[config.mk]
export PLATFORM = sky130hd
export DESIGN_NAME = div_hilo_unit
export DESIGN_NICKNAME = d
export VERILOG_FILES = /design/src/rtl/div_hilo_unit_pkg.sv /design/src/rtl/div_hilo_unit_div.sv /design/src/rtl/div_hilo_unit.sv
export SDC_FILE = /design/constraint.sdc
export NUM_CORES = 1
export LEC_CHECK = 0
export BUFFER_PORTS_ARGS = -buffer_cell sky130_fd_sc_hd__buf_2
export CAP_MARGIN = 25
export CORE_MARGIN = 2
export CORE_UTILIZATION = 30
export DETAILED_ROUTE_END_ITERATION = 8
export GPL_ROUTABILITY_DRIVEN = 0
export HOLD_SLACK_MARGIN = 0.15
export SLEW_MARGIN = 20
export SYNTH_ARGS = -nofsm -noshare
export SYNTH_HDL_FRONTEND = slang
export SYNTH_HIERARCHICAL = 1
export SYNTH_SLANG_ARGS = --single-unit
[constraint.sdc]
create_clock -name clk -period 2.85 [get_ports clk]
set_input_delay 0.285 -clock clk [delete_from_list [all_inputs] [get_ports clk]]
set_output_delay 0.285 -clock clk [all_outputs]
set_load 0.05 [all_outputs]
[src/rtl/div_hilo_unit_pkg.sv]
// Shared types and constants for the HI/LO divide front-end.
//   i32/i64        : 32- and 64-bit data words
//   muldiv_op_t    : operation codes presented by execute
//   div_state_t    : front-end control state
//   DIV0_LO        : LO value written on divide-by-zero
//   mag32()        : two's-complement magnitude (INT_MIN maps to itself)
package div_hilo_unit_pkg;

    typedef logic [31:0] i32;
    typedef logic [63:0] i64;

    typedef enum logic [2:0] {
        OP_NONE = 3'd0,
        OP_DIV  = 3'd1,
        OP_DIVU = 3'd2,
        OP_MTHI = 3'd3,
        OP_MTLO = 3'd4
    } muldiv_op_t;

    typedef enum logic [1:0] {
        StIdle  = 2'd0,
        StRun   = 2'd1,
        StDrain = 2'd2
    } div_state_t;

    localparam i32 DIV0_LO = 32'hFFFF_FFFF;

    // Quotient bits produced by the iterative divider, one per cycle.
    localparam int unsigned DivCycles = 32;

    function automatic i32 mag32(input i32 x);
        return x[31] ? (~x + 32'd1) : x;
    endfunction

endpackage

[src/rtl/div_hilo_unit_div.sv]
// Unsigned 32/32 restoring divider, one quotient bit per cycle.
//   clk, resetn : clock, synchronous active-low reset
//   valid_i     : start request (sampled while idle)
//   a_i, b_i    : dividend / divisor (b_i must be non-zero)
//   done_o      : high while idle with no request, and in the result cycle
//   c_o         : {remainder, quotient}, valid while done_o is high after a run
module div_hilo_unit_div
    import div_hilo_unit_pkg::*;
(
    input  logic clk,
    input  logic resetn,
    input  logic valid_i,
    input  i32   a_i,
    input  i32   b_i,
    output logic done_o,
    output i64   c_o
);

    logic       busy_q, busy_d;
    logic [5:0] cnt_q, cnt_d;
    i32         rem_q, rem_d;
    i32         quo_q, quo_d;
    i32         b_q, b_d;

    logic [32:0] trial;
    logic        ge;
    i32          diff;

    assign trial = {rem_q, quo_q[31]};
    assign ge    = trial >= {1'b0, b_q};
    // When ge holds the difference is below b_q, so 32 bits suffice.
    assign diff  = trial[31:0] - b_q;

    always_comb begin
        busy_d = busy_q;
        cnt_d  = cnt_q;
        rem_d  = rem_q;
        quo_d  = quo_q;
        b_d    = b_q;
        if (!busy_q) begin
            if (valid_i) begin
                busy_d = 1'b1;
                cnt_d  = 6'd0;
                rem_d  = '0;
                quo_d  = a_i;
                b_d    = b_i;
            end
        end else if (cnt_q != 6'(DivCycles)) begin
            rem_d = ge ? diff : trial[31:0];
            quo_d = {quo_q[30:0], ge};
            cnt_d = cnt_q + 6'd1;
        end else begin
            busy_d = 1'b0;
        end
    end

    always_ff @(posedge clk) begin
        if (!resetn) begin
            busy_q <= 1'b0;
            cnt_q  <= '0;
            rem_q  <= '0;
            quo_q  <= '0;
            b_q    <= '0;
        end else begin
            busy_q <= busy_d;
            cnt_q  <= cnt_d;
            rem_q  <= rem_d;
            quo_q  <= quo_d;
            b_q    <= b_d;
        end
    end

    // Masking with ~valid_i keeps done low in the first valid cycle.
    assign done_o = busy_q ? (cnt_q == 6'(DivCycles)) : ~valid_i;
    assign c_o    = {rem_q, quo_q};

endmodule

[src/rtl/div_hilo_unit.sv]
// Divide front-end owning the architectural HI/LO registers.
//   clk, resetn    : clock, synchronous active-low reset
//   req_valid_i    : request present this cycle
//   req_op_i       : DIV / DIVU / MTHI / MTLO / NONE
//   req_a_i        : rs (dividend or MTHI/MTLO source)
//   req_b_i        : rt (divisor)
//   flush_i        : kill in-flight or same-cycle request
//   busy_o         : high while a divide runs or is being drained
//   hi_o, lo_o     : HI (remainder) and LO (quotient)
module div_hilo_unit
    import div_hilo_unit_pkg::*;
(
    input  logic       clk,
    input  logic       resetn,
    input  logic       req_valid_i,
    input  muldiv_op_t req_op_i,
    input  i32         req_a_i,
    input  i32         req_b_i,
    input  logic       flush_i,
    output logic       busy_o,
    output i32         hi_o,
    output i32         lo_o
);

    div_state_t state_q, state_d;
    i32         a_q, a_d;
    i32         b_q, b_d;
    logic       neg_quo_q, neg_quo_d;
    logic       neg_rem_q, neg_rem_d;
    i32         hi_q, hi_d;
    i32         lo_q, lo_d;

    logic div_valid;
    logic div_done;
    i64   div_c;
    i32   quo_fix;
    i32   rem_fix;

    div_hilo_unit_div u_div (
        .clk     (clk),
        .resetn  (resetn),
        .valid_i (div_valid),
        .a_i     (a_q),
        .b_i     (b_q),
        .done_o  (div_done),
        .c_o     (div_c)
    );

    assign div_valid = (state_q == StRun);
    assign quo_fix   = neg_quo_q ? (~div_c[31:0] + 32'd1) : div_c[31:0];
    assign rem_fix   = neg_rem_q ? (~div_c[63:32] + 32'd1) : div_c[63:32];

    always_comb begin
        state_d   = state_q;
        a_d       = a_q;
        b_d       = b_q;
        neg_quo_d = neg_quo_q;
        neg_rem_d = neg_rem_q;
        hi_d      = hi_q;
        lo_d      = lo_q;
        unique case (state_q)
            StIdle: begin
                if (req_valid_i && !flush_i) begin
                    case (req_op_i)
                        OP_MTHI: hi_d = req_a_i;
                        OP_MTLO: lo_d = req_a_i;
                        OP_DIV, OP_DIVU: begin
                            if (req_b_i == '0) begin
                                hi_d = req_a_i;
                                lo_d = DIV0_LO;
                            end else if (req_op_i == OP_DIV) begin
                                a_d       = mag32(req_a_i);
                                b_d       = mag32(req_b_i);
                                neg_quo_d = req_a_i[31] ^ req_b_i[31];
                                neg_rem_d = req_a_i[31];
                                state_d   = StRun;
                            end else begin
                                a_d       = req_a_i;
                                b_d       = req_b_i;
                                neg_quo_d = 1'b0;
                                neg_rem_d = 1'b0;
                                state_d   = StRun;
                            end
                        end
                        default: ;
                    endcase
                end
            end
            StRun: begin
                if (flush_i) begin
                    state_d = div_done ? StIdle : StDrain;
                end else if (div_done) begin
                    lo_d    = quo_fix;
                    hi_d    = rem_fix;
                    state_d = StIdle;
                end
            end
            StDrain: begin
                if (div_done) state_d = StIdle;
            end
            default: state_d = StIdle;
        endcase
    end

    always_ff @(posedge clk) begin
        if (!resetn) begin
            state_q   <= StIdle;
            a_q       <= '0;
            b_q       <= '0;
            neg_quo_q <= 1'b0;
            neg_rem_q <= 1'b0;
            hi_q      <= '0;
            lo_q      <= '0;
        end else begin
            state_q   <= state_d;
            a_q       <= a_d;
            b_q       <= b_d;
            neg_quo_q <= neg_quo_d;
            neg_rem_q <= neg_rem_d;
            hi_q      <= hi_d;
            lo_q      <= lo_d;
        end
    end

    assign busy_o = (state_q != StIdle);
    assign hi_o   = hi_q;
    assign lo_o   = lo_q;

endmodule

=== Yosys cells after proc, flatten, opt, wreduce, memory -nomap -nowiden ===
Cells that the tools add are included.

* Bits in registers: 235
* Bits in latches: 0
* Bits in writable memories: 0
* Bits in read-only memories: 0
* Bits of input ports: 71
* Memories kept: 0

* Add/sub/neg operators: 6
* $mul: 0
* Divide/modulo/power cells: 0
* $lt $le $gt $ge: 1
* Equal/unequal tests: 17
* Shift operators: 0
* Multiplexer cells: 41
* Bitwise gates (word level): 8
* Reductions and logical operators: 14

{| class="wikitable"
|+ Operators with widths
! operator !! number
|-
| 2-to-1 mux 32 bit || 21
|-
| one-hot mux 32 bit (2 select lines) || 4
|-
| adder 32 x 1 -> 32 bit, second input constant || 4
|-
| NOT 32 bit || 4
|-
| >= comparator 33 x 32 -> 1 bit || 1
|-
| logical NOT 32 bit || 1
|-
| subtractor 32 bit || 1
|-
| 2-to-1 mux 6 bit || 3
|-
| 2-to-1 mux 2 bit || 6
|-
| AND reduction 6 bit || 2
|-
| inequality test 2 bit, second input constant || 5
|-
| adder 6 x 1 -> 6 bit, second input constant || 1
|-
| equality test 3 x 2 -> 1 bit, second input constant || 2
|-
| equality test 6 bit, second input constant || 1
|-
| 2-to-1 mux 1 bit || 6
|-
| inequality test 3 x 1 -> 1 bit, second input constant || 2
|-
| inequality test 6 bit, second input constant || 1
|-
| one-hot mux 2 bit (3 select lines) || 1
|-
| nonzero test 2 bit || 3
|-
| AND reduction 2 bit || 2
|-
| AND reduction 4 bit || 1
|-
| equality test 3 x 1 -> 1 bit, second input constant || 1
|-
| equality test 3 bit, second input constant || 1
|-
| inequality test 3 bit, second input constant || 1
|-
| 10 further kinds || 12
|}

=== Depth between registers and ports, before layout ===
* Depth after elaboration: 6
* Depth in mapped cells: 16

=== Cells and area by module ===
The synthesis kept the hierarchy.

{| class="wikitable"
|+ By module, submodules not included
! module !! times used !! cells an instance !! area an instance (µm²) !! sequential area each (µm²)
|-
| div_hilo_unit || 1 || 1006 || 7911.3 || 2642.5
|-
| div_hilo_unit_div || 1 || 758 || 6105.9 || 2062.0
|}

=== Least setup slack after synthesis ===
Ideal clock, no wire load.

* Kind: flip-flop to flip-flop
* Start: register state_q[1]
* End: register lo_q[13], in the netlist lo_o[13]
* Setup time: 0.133 ns
* Arrival: 2.979 ns
* Data required time: 2.717 ns
* Slack: -0.263 ns
* Stages on the path, launching flop included: 16
* Buffers on the path: 4
* Period minus slack after synthesis: 3.113 ns
* Path through: dfxtp_1 -> nand2b_1 -> inv_2 -> clkbuf_1 -> buf_1 -> nor2b_1 -> clkbuf_1 -> or2_2 -> inv_1 -> mux2i_1 -> nor3_1 -> o21a_1 -> a31oi_1 -> buf_2 -> nor3_1 -> nor4_1

* Word-level cells in the longest chain between the ends: 5
* Elaborated cells between the ends (all ways): 12

{| class="wikitable"
|+ Ends and longest elaborated chain
! element !! RTL line !! text
|-
| from (decl) || div_hilo_unit.sv:25 || <nowiki>div_state_t state_q, state_d;</nowiki>
|-
| from (signal assigned) || div_hilo_unit.sv:107 || <nowiki>state_q <= StIdle;</nowiki>
|-
| from (signal assigned) || div_hilo_unit.sv:115 || <nowiki>state_q <= state_d;</nowiki>
|-
| equality test 2 x 1 -> 1 bit || div_hilo_unit.sv:49 || <nowiki>assign div_valid = (state_q == StRun);</nowiki>
|-
| net div_valid || div_hilo_unit.sv:33 || <nowiki>logic div_valid;</nowiki>
|-
| NOT 1 bit || div_hilo_unit_div.sv:74 || <nowiki>assign done_o = busy_q ? (cnt_q == 6'(DivCycles)) : ~valid_i;</nowiki>
|-
| 2-to-1 mux 1 bit || div_hilo_unit_div.sv:74 ||
|-
| net div_done || div_hilo_unit.sv:34 || <nowiki>logic div_done;</nowiki>
|-
| inequality test 2 bit (no line) || - ||
|-
| AND reduction 6 bit (no line) || - ||
|-
| to (signal assigned) || div_hilo_unit.sv:121 || <nowiki>lo_q <= lo_d;</nowiki>
|-
| to (decl) || div_hilo_unit.sv:31 || <nowiki>i32 lo_q, lo_d;</nowiki>
|}

The timed path passes the listed nets, and every way through them passes these cells.
A chain may end at the register's enable or synchronous reset.

=== Worst setup path after layout ===
* Start: register u_div.rem_q[11]
* End: register u_div.rem_q[1]

* Word-level cells in the longest chain between the ends: 4

{| class="wikitable"
|+ Ends and longest elaborated chain
! element !! RTL line !! text
|-
| from (decl) || div_hilo_unit_div.sv:21 || <nowiki>i32 rem_q, rem_d;</nowiki>
|-
| from (signal assigned) || div_hilo_unit_div.sv:67 || <nowiki>rem_q <= rem_d;</nowiki>
|-
| >= comparator 33 x 32 -> 1 bit || div_hilo_unit_div.sv:30 || <nowiki>assign ge = trial >= {1'b0, b_q};</nowiki>
|-
| 2-to-1 mux 32 bit || div_hilo_unit_div.sv:49 || <nowiki>rem_d = ge ? diff : trial[31:0];</nowiki>
|-
| 2-to-1 mux 32 bit || div_hilo_unit_div.sv:48 || <nowiki>end else if (cnt_q != 6'(DivCycles)) begin</nowiki>
|-
| 2-to-1 mux 32 bit || div_hilo_unit_div.sv:40 || <nowiki>if (!busy_q) begin</nowiki>
|}

No other way between the ends. The select of a mux whose other input is x is not followed.

==> run metrics <==
Yosys Warn Count=6; Synth Register Bits=235; io pins=136; Compound-Gate Fraction of Synth Area=25.2%; Critical Path Fanout Max=5; Syn Inst Count=1764; reg2reg path depth=11; RSZ-0062 raised after global routing=true; layout cells sized above 1=22.7%; drt total wl=49800 µm; row cnt=79; Post-Synth Adder-Cell Area=3.53%; FF-to-FF Start=u_div/rem_q[11]; status=finished, final reports clean; Async SR Flop Fraction=0%; first-pass GRT wire length=75700 µm; die height=220 µm; worst vdd ir=0.000472 V; HPWL Detailed=37200 µm; Hold EP=hi_o[2]; fin crit share=99.9%; initial antenna violation count=1; WP data arrival=3.33 ns; Slew @ Worst Pin=0.908 ns; Final Critical Period=2.85 ns; cts bufs inserted=27; Synth area leaders=dfxtp_1 34%, nand2_1 5.6%, a21oi_1 5.5%; Primary FF master, synth=dfxtp_1; Max Slew Vio Count=0; P_leak=6.93 nW; WHS Path Cells=3; # DRC=0; FMAX=351 MHz; setup slack, reg-to-reg=0.004 ns; RR Endpoint=u_div/rem_q[1]; Design Power=8.07 mW; CP Launch Type=register; Distinct cells, synth=81; TNS Setup=0 ns; area share of the largest cell type after synthesis=33.6%; area grow syn2layout=29.0%; DR vias/cell=5.44; cell area after synthesis=14000 µm²; Synth Net Count=1874; Mapped Avg Cell Area=7.95 µm²; start point of the worst hold path=req_a_i[2]; CTS sink cnt=235; DR vias=14.4k; PD cells=446 nW/µm²; number of synthesized flops with an enable pin=0; die width=220 µm; global route total overflow=0; dpl ws=-0.0978 ns; wire per inst=18.8 µm; Max transition margin=38.8%; main combinational cell family by area after synthesis=compound AO/OA/AOI/OAI gates; All-Layer GR Usage=19.7%; final hold vios=0; Yosys top cell by area=dfxtp_1; top post-synthesis cells by count=235 x dfxtp_1, 208 x nand2_1, 169 x nor2_1, 155 x a21oi_1, 97 x clkbuf_1; final setup vio count=0; vias in the first global route=13.3k; clock-pin slew on the worst setup and hold paths=0.06 ns; router iterations before antenna repair=5; max_cap viols=0; die area=48500 µm²; Routed Antenna Nets=0; most numerous cell in the Yosys netlist=dfxtp_1; Starting Density=30.2%; # port buffers=135; Crit. End Element=register; TritonCTS clock tree=done; mux contribution to synthesized area=4.16%; clk_lat worst skew=0.58 ns; CTS H-tree depth=1; CP required=3.33 ns; worst clock skew=0.0383 ns; Crit Path Category=register to register; worst setup margin=0.00390 ns; DR iter-0 viols=1349; post-synthesis xor/xnor area fraction=9.12%; hold crit path type=input port to register; core box area=46400 µm²; largest net degree at the start of global routing=72; clock buffer depth=3; net count reported at finish=2128; Post-Synth Simple-Gate Area=19.0%; Root Driver=clkbuf_16; sequential element share of the synthesized area=33.6%; Ant. Diodes=0
-- through the flow --
| stage | cell area (µm²) | utilization (%) | hold WS [ns] | instances |
|---|---|---|---|---|
| 2_1_floorplan | 14000 | - | 0.421 | 1764 |
| 3_3_place_gp | 16200 | 34.9 | 0.439 | 2531 |
| 3_5_place_dp | 16200 | 34.9 | 0.443 | 2531 |
| 4_1_cts | 17600 | 37.9 | 0.155 | 2629 |
| 5_1_grt | 18100 | 39.0 | 0.175 | 2645 |
| 6_report | 18100 | 39.0 | 0.174 | 2645 |
-- kinds of logic after synthesis --
kind of cell / Yosys count
simple gates: 571
compound gates: 534
flops: 235
buf+inv: 181
xor+xnor: 146
mux: 58
fa+ha+maj: 39
-- worst max-delay path by stage --
stage                    start  slack (ns)  cells past startpoint              end
2_1_floorplan  u_div/rem_q[13]        0.04                     12  u_div/rem_q[10]
4_1_cts          u_div/b_q[14]        0.01                     14  u_div/rem_q[14]
3_3_place_gp     u_div/b_q[16]       -0.03                     13  u_div/rem_q[15]
5_1_grt          u_div/b_q[12]        -0.1                     13   u_div/rem_q[3]
3_5_place_dp     u_div/b_q[16]        -0.1                     13  u_div/rem_q[18]
6_report       u_div/rem_q[11]       0.004                     11   u_div/rem_q[1]
-- cells in the final DEF, fill, tap and decap left out, types with 45 or more instances in the layout --
| cell type | netlist | final |
|---|---|---|
| o21ai_0 | 80 | 79 |
| a21oi_1 | 155 | 152 |
| xor2_1 | 73 | 73 |
| buf_2 | 10 | 135 |
| buf_4 | 1 | 151 |
| dlygate4sd3_1 | 0 | 45 |
| mux2i_1 | 56 | 51 |
| inv_1 | 55 | 48 |
| a211oi_1 | 71 | 70 |
| dfxtp_1 | 235 | 220 |
| nor2_1 | 169 | 167 |
| nand2_1 | 208 | 207 |
| xnor2_1 | 73 | 73 |
-- state kept, by name (all words and copies together), names as in the netlist --
register,count
a_q,32
b_q,32
hi_o,32
lo_o,32
neg_quo_q,1
neg_rem_q,1
state_q,2
u_div/b_q,32
u_div/busy_q,1
u_div/cnt_q,6
u_div/quo_q,32
u_div/rem_q,32
-- report_power, final --
group / switching [mW] / total [mW] / internal [mW] / leakage, nW
clock network: 1.47 / 3.48 / 2.01 / 0.428
logic: 0.712 / 1.16 / 0.446 / 4.59
registers: 0.0684 / 3.44 / 3.37 / 1.91
-- routing by layer --
metal	wire, µm	vias up	global-route usage (%)	part of all wire, %
li1	-	6900	-	-
met1	21900	6795	26.9	44
met2	22600	611	32.7	45
met3	3940	85	2.58	7.9
met4	1340	2	5.44	2.7
met5	13	-	0	0.026
-- final cells by class --
class                           count  area, µm²
Fill cell                        4667      28300
Multi-Input combinational cell   1348       8910
Sequential cell                   235       4730
Timing Repair Buffer              349       2600
Clock buffer                       39        791
Tap cell                          607        759
Inverter                           57        214
Clock inverter                     10       86.3
-- repair_timing --
item	4_1_cts	5_1_grt
gates cloned	0	2
gates resized for setup	6	74
pin swaps	3	29
hold endpoints to repair	51	0
setup buffers	4	14
hold buffers	45	0
setup endpoints to repair	26	60
-- critical path, cell delays in order (launching register included) --
cell       delay [ns]
dfxtp_1          0.41
ha_4             0.24
buf_4            0.14
a211o_1          0.32
o211a_1          0.27
o21ai_2          0.18
a21oi_2          0.10
a2111oi_4        0.38
buf_6            0.18
buf_12           0.11
mux2_2           0.33
o21ai_2          0.10
Note: power is estimated with default switching activity, not from simulation.
